File: src/rtl/array_mac_sequencer.sv
// Element-wise multiply sequencer: walks (i, j) row-major, reads array1[i][j] and array2[j][i],
// and streams array3[i][j] = a*b over valid/ready. Optional running sum: define ARRAY_MAC_ACCUM_EN.
module array_mac_sequencer #(
  parameter int ROW   = 8,
  parameter int COL   = 4,
  parameter int WIDTH = 10,
  localparam int RW   = $clog2(ROW),
  localparam int CW   = $clog2(COL)
`ifdef ARRAY_MAC_ACCUM_EN
  ,
  localparam int AW   = 2*WIDTH + $clog2(ROW*COL)
`endif
) (
  input  logic               clk,
  input  logic               rst,
  input  logic               start_valid,
  output logic               start_ready,
  output logic               rd_en,
  output logic [RW-1:0]      rd_row,
  output logic [CW-1:0]      rd_col,
  input  logic [WIDTH-1:0]   a_data,
  input  logic [WIDTH-1:0]   b_data,
  output logic               res_valid,
  input  logic               res_ready,
  output logic [RW-1:0]      res_row,
  output logic [CW-1:0]      res_col,
  output logic [2*WIDTH-1:0] res_data,
  output logic               busy,
  output logic               done
`ifdef ARRAY_MAC_ACCUM_EN
  ,
  output logic [AW-1:0]      acc_sum
`endif
);

  localparam logic [RW-1:0] LAST_ROW = RW'(ROW - 1);
  localparam logic [CW-1:0] LAST_COL = CW'(COL - 1);

  typedef enum logic [1:0] {
    IDLE  = 2'd0,
    RUN   = 2'd1,
    DRAIN = 2'd2
  } state_t;

  state_t state, state_nxt;

  // Issue counters
  logic [RW-1:0] row_q;
  logic [CW-1:0] col_q;

  // Read in flight: operands arrive the cycle after rd_en
  logic          rd_pending;
  logic [RW-1:0] pend_row;
  logic [CW-1:0] pend_col;

  // Skid entry behind the output register
  logic               skid_valid;
  logic [RW-1:0]      skid_row;
  logic [CW-1:0]      skid_col;
  logic [2*WIDTH-1:0] skid_data;

  logic               pop;
  logic [1:0]         outstanding;
  logic               can_issue;
  logic               start_acc;
  logic               issue;
  logic               last_issue;
  logic               last_pop;
  logic [2*WIDTH-1:0] product;

  always_comb begin
    // NOTE: every signal written here gets a default first, so no latch can be inferred.
    state_nxt   = state;
    pop         = res_valid && res_ready;
    outstanding = {1'b0, rd_pending} + {1'b0, res_valid} + {1'b0, skid_valid};
    // A product leaving this cycle frees its slot in time for the new read's data.
    can_issue   = (outstanding - {1'b0, pop}) < 2'd2;
    start_ready = (state == IDLE);
    start_acc   = start_valid && start_ready;
    issue       = (state == RUN) && can_issue;
    last_issue  = issue && (row_q == LAST_ROW) && (col_q == LAST_COL);
    last_pop    = (state == DRAIN) && pop && (res_row == LAST_ROW) && (res_col == LAST_COL);
    product     = (2*WIDTH)'(a_data) * (2*WIDTH)'(b_data);

    unique case (state)
      IDLE:    if (start_acc)  state_nxt = RUN;
      RUN:     if (last_issue) state_nxt = DRAIN;
      DRAIN:   if (last_pop)   state_nxt = IDLE;
      default:                 state_nxt = IDLE;
    endcase
  end

  assign rd_en  = issue;
  assign rd_row = row_q;
  assign rd_col = col_q;
  assign busy   = (state != IDLE);

  always_ff @(posedge clk) begin
    // NOTE: sequential state uses non-blocking assignments so every register samples pre-edge values.
    if (rst) begin
      state <= IDLE;
      row_q <= '0;
      col_q <= '0;
      done  <= 1'b0;
    end else begin
      state <= state_nxt;
      done  <= last_pop;
      if (start_acc) begin
        row_q <= '0;
        col_q <= '0;
      end else if (issue) begin
        if (col_q == LAST_COL) begin
          col_q <= '0;
          row_q <= (row_q == LAST_ROW) ? '0 : row_q + RW'(1);
        end else begin
          col_q <= col_q + CW'(1);
        end
      end
    end
  end

  // Read tracking, output register and skid register
  always_ff @(posedge clk) begin
    if (rst) begin
      rd_pending <= 1'b0;
      pend_row   <= '0;
      pend_col   <= '0;
      res_valid  <= 1'b0;
      res_row    <= '0;
      res_col    <= '0;
      res_data   <= '0;
      skid_valid <= 1'b0;
      skid_row   <= '0;
      skid_col   <= '0;
      skid_data  <= '0;
    end else begin
      rd_pending <= issue;
      if (issue) begin
        pend_row <= row_q;
        pend_col <= col_q;
      end

      if (!res_valid || pop) begin
        if (skid_valid) begin
          // Older skid entry moves up first; any arriving product takes its place.
          res_valid  <= 1'b1;
          res_row    <= skid_row;
          res_col    <= skid_col;
          res_data   <= skid_data;
          skid_valid <= rd_pending;
          if (rd_pending) begin
            skid_row  <= pend_row;
            skid_col  <= pend_col;
            skid_data <= product;
          end
        end else begin
          res_valid <= rd_pending;
          if (rd_pending) begin
            res_row  <= pend_row;
            res_col  <= pend_col;
            res_data <= product;
          end
        end
      end else if (rd_pending) begin
        // Output stalled: the credit rule guarantees the skid slot is free here.
        skid_valid <= 1'b1;
        skid_row   <= pend_row;
        skid_col   <= pend_col;
        skid_data  <= product;
      end
    end
  end

`ifdef ARRAY_MAC_ACCUM_EN
  always_ff @(posedge clk) begin
    if (rst || start_acc) begin
      acc_sum <= '0;
    end else if (pop) begin
      acc_sum <= acc_sum + AW'(res_data);
    end
  end
`endif

endmodule
File: config.mk
export PLATFORM = sky130hd
export DESIGN_NAME = array_mac_sequencer
export DESIGN_NICKNAME = d
export VERILOG_FILES = /design/src/rtl/array_mac_sequencer.sv
export SDC_FILE = /design/constraint.sdc
export NUM_CORES = 1
export LEC_CHECK = 0
export ABC_AREA = 1
export CORE_UTILIZATION = 50
export DETAILED_ROUTE_END_ITERATION = 6
export PLACE_DENSITY = 0.82
export SYNTH_ARGS = -nofsm -noshare
export SYNTH_HDL_FRONTEND = slang
export SYNTH_SLANG_ARGS = --single-unit
File: constraint.sdc
create_clock -name clk -period 10.41 [get_ports clk]
set_input_delay 1.041 -clock clk [delete_from_list [all_inputs] [get_ports clk]]
set_output_delay 1.041 -clock clk [all_outputs]
set_load 0.05 [all_outputs]
==> results.toml <==
[drt]
vias = 5351
routedWlPerCell_um = 12.55
wirelength_um = 13370
first_pass_iters = 5
ant_nets = 0
vias_per_cell = 5.024
drcViolationCount = 0
drtIter0Drc = 363

[clock_network]
cts_setup_buffers = 0
cts_buffer_depth = 2
cts_tree = "yes"
clock_latency_ps = 320
clk_pin_slew_worst_paths_ps = 60
cts_hold_buf = 0
cts_sinks = 66
clockRootBuffer = "clkbuf_16"
cts_resized = 0
cts_htree_levels = 3
cts_made_buffers = 9

[setup_path]
cp_cell_sequence = "clkdlybuf4s50_1 > nand2_1 > fa_1 > inv_1 > fa_1 > inv_1 > fa_1 > inv_1 > fa_1 > inv_1 > fa_1 > inv_1 > ha_1 > nand2_1 > inv_1 > a21oi_1 > nand2_1 > a21oi_1 > inv_1 > nand2_1 > nand3_1 > o211ai_1 > inv_1"
reg2reg_slack_ps = 7360
rr_worst_depth = 5
end_kind = "flop"
rr_startpoint = "skid_valid"
critPathMostFrequentCell = "inv_1"
worst_ep_required_time_ps = 10610
r2r-end = "skid_data[6]"
cp_data_arrival_time_ps = 6190
path_buf_inv = 9
critPathMaxStageDelay_ps = 770
startpoint_type = "input pin"
cpMaxStageDelayCell = "clkdlybuf4s50_1"
critPathTopFamily = "adder cells"
path_class = "input pin to flop"
critPathMaxFanout = 10

[timing]
worstMarginPinSlew_ps = 956.3
fin_ws_ps = 4418
clock_skew_ps = 5.269
period_share_pct = 57.56
rsz0062_at_grt = "no"
relSlewSlack_pct = 35.85
fin_tns_setup_ps = 0
min_period_ps = 5992
max_freq_mhz = 166.9
setup_viol = 0
hold_viol_final = 0
drv_slew = 0

[min_path]
hp-start = "res_data[18]"
hp-class = "flop to flop"
worstHoldPathCells = 2
hold_path_end = "res_data[18]"

[finish]
diodes = 0
multi_input_area_um2 = 4049
syn2layout_area_growth_pct = 14.59
post-route-util_pct = 59.00
seq_area_um2 = 1321
nFillCells = 1056
fin_nets = 1038
drive_above_1_share_pct = 3.567

[synth]
ys.flop_type = "dfxtp_1"
synth_cell_types = 32
syn_area_um2 = 6211
async_flop_share_pct = 0
synthCells = 862
synth_edf_count = 0
ys_seq_elements = 66
ys_warn_count = 0
syn_avg_cell_area_um2 = 7.205
seq_area_frac_synth_pct = 21.27
syn_nets = 1008

[power]
clkPwrFrac_pct = 18.3
leakagePower_uw = 0.003971
p_int_uw = 782.5
switching_share_pct = 48.49
ir_worst_vdd_mv = 0.1007
power_frac_seq_pct = 18.4
power.density_nw_per_um2 = 213.5
switching_power_uw = 736.6
power_frac_comb_pct = 63.2

[floorplanning]
row_count = 40
die_w_um = 113.5
io_pins = 59
die_h_um = 113.5
die_area_um2 = 12870
coreArea_um2 = 12060
initial_utilization_pct = 51.49

[placement]
gp_congestion = 0.9250
dpl_worst_slack_ps = 4128
port_buffers = 58
place_hpwl_um = 10070

[grt]
grt_pass1_vias = 5368
overflow = 0
antenna_found_initial = 0
grt_max_degree = 38
track_usage_pct = 22.71
grt_pass1_wl_um = 24140

[flow_run]
maxCapViolCount = 0

[status]
run_status = "complete, no violations"
==> layout by cell type (no fill, tap or decap), drive strengths merged <==
cell type / count
buf: 1
nand4: 1
inv: 178
nand2: 218
clkinvlp: 3
dfxtp: 66
clkinv: 3
ha: 60
clkdlybuf4s50: 58
o21bai: 1
nand3: 38
a21oi: 64
and2: 1
clkbuf: 10
a211oi: 1
or2: 1
a31oi: 8
o211ai: 8
o21ai: 41
xor2: 8
xnor2: 2
fa: 62
nor2: 64
==> per-stage QoR <==
step / hold slack (ps) / area, um2 / std cells / power [uW]
floorplan: 444.1 / 6211 / 862 / 1021
global placement: 460.8 / 6837 / 1049 / 1224
detailed placement: 459.2 / 6837 / 1049 / 1237
CTS: 469.9 / 7117 / 1065 / 1520
global route: 491.9 / 7117 / 1065 / 1675
finish: 471.1 / 7117 / 1065 / 1519
==> power by group through the flow <==
| stage | Clock, uW | Combinational, uW | Sequential, uW |
|---|---|---|---|
| floorplan | 0 | 691 | 331 |
| global placement | 0 | 939 | 285 |
| detailed placement | 0 | 952 | 285 |
| CTS | 280 | 960 | 280 |
| global route | 293 | 1100 | 281 |
| finish | 278 | 961 | 280 |
==> layout make-up <==
type / instances / share of cell area (%)
Clock buffer: 10 / 3.358
Clock inverter: 6 / 0.5802
Inverter: 178 / 9.388
Multi-Input combinational cell: 578 / 56.89
Sequential cell: 66 / 18.57
Tap cell: 168 / 2.954
Timing Repair Buffer: 59 / 8.263
==> Yosys cell counts (2+ instances only) <==
library cell	number	area [um2]
inv_2	5	18.77
nor2_1	62	232.7
nand3_2	2	20.02
dfxtp_1	66	1321
o21ai_1	3	15.01
nand2_1	216	810.8
xor2_1	8	70.07
buf_2	6	30.03
xnor2_1	2	17.52
ha_1	60	750.7
fa_1	62	1241
a21oi_4	2	32.53
buf_4	2	15.01
clkbuf_1	28	105.1
a31oi_1	8	50.05
o21ai_0	38	190.2
inv_1	172	645.6
nand3_1	36	180.2
o211ai_1	8	60.06
buf_1	3	11.26
a21oi_1	61	305.3
nand2_2	2	12.51
==> cell families after synthesis <==
logic type	Yosys count	share of synthesized area (%)
simple gates	323	20.81
buf+inv	218	13.54
compound gates	123	10.90
fa+ha+maj	122	32.07
flops	66	21.27
xor+xnor	10	1.410
==> metal layers <==
metal	global-route usage, %	vias up	share of wire [%]
li1	-	2685	-
met1	30.67	2502	47
met2	38.32	135	47
met3	3.135	29	3.8
met4	6.140	0	1.6
met5	0	-	0
==> sequential cells by signal, summed over array words and instances, names as in the netlist, 2 cells and up <==
signal	cells
pend_col	2
skid_col	2
rd_col	2
skid_data	20
res_col	2
state	2
res_row	3
res_data	20
pend_row	3
skid_row	3
rd_row	3
==> how the worst max path moves through the flow <==
stage,startpoint,to,slack (ps),cells after the start
after CTS,a_data[5],skid_data[14],4440,23
after floorplan,b_data[3],res_data[14],4970,23
after global placement,a_data[5],skid_data[13],4220,23
after detailed placement,a_data[5],skid_data[14],4130,23
final,a_data[5],skid_data[14],4420,23
after global routing,a_data[5],skid_data[14],4060,23
==> worst reg2reg max path: cells and delay by family, from the launching register on <==
kind	cells	cell delay [ps]
buffers and inverters	3	940
AO/OA/AOI/OAI	2	1150
flip-flops	1	840
Power figures use the tool's default switching activity.
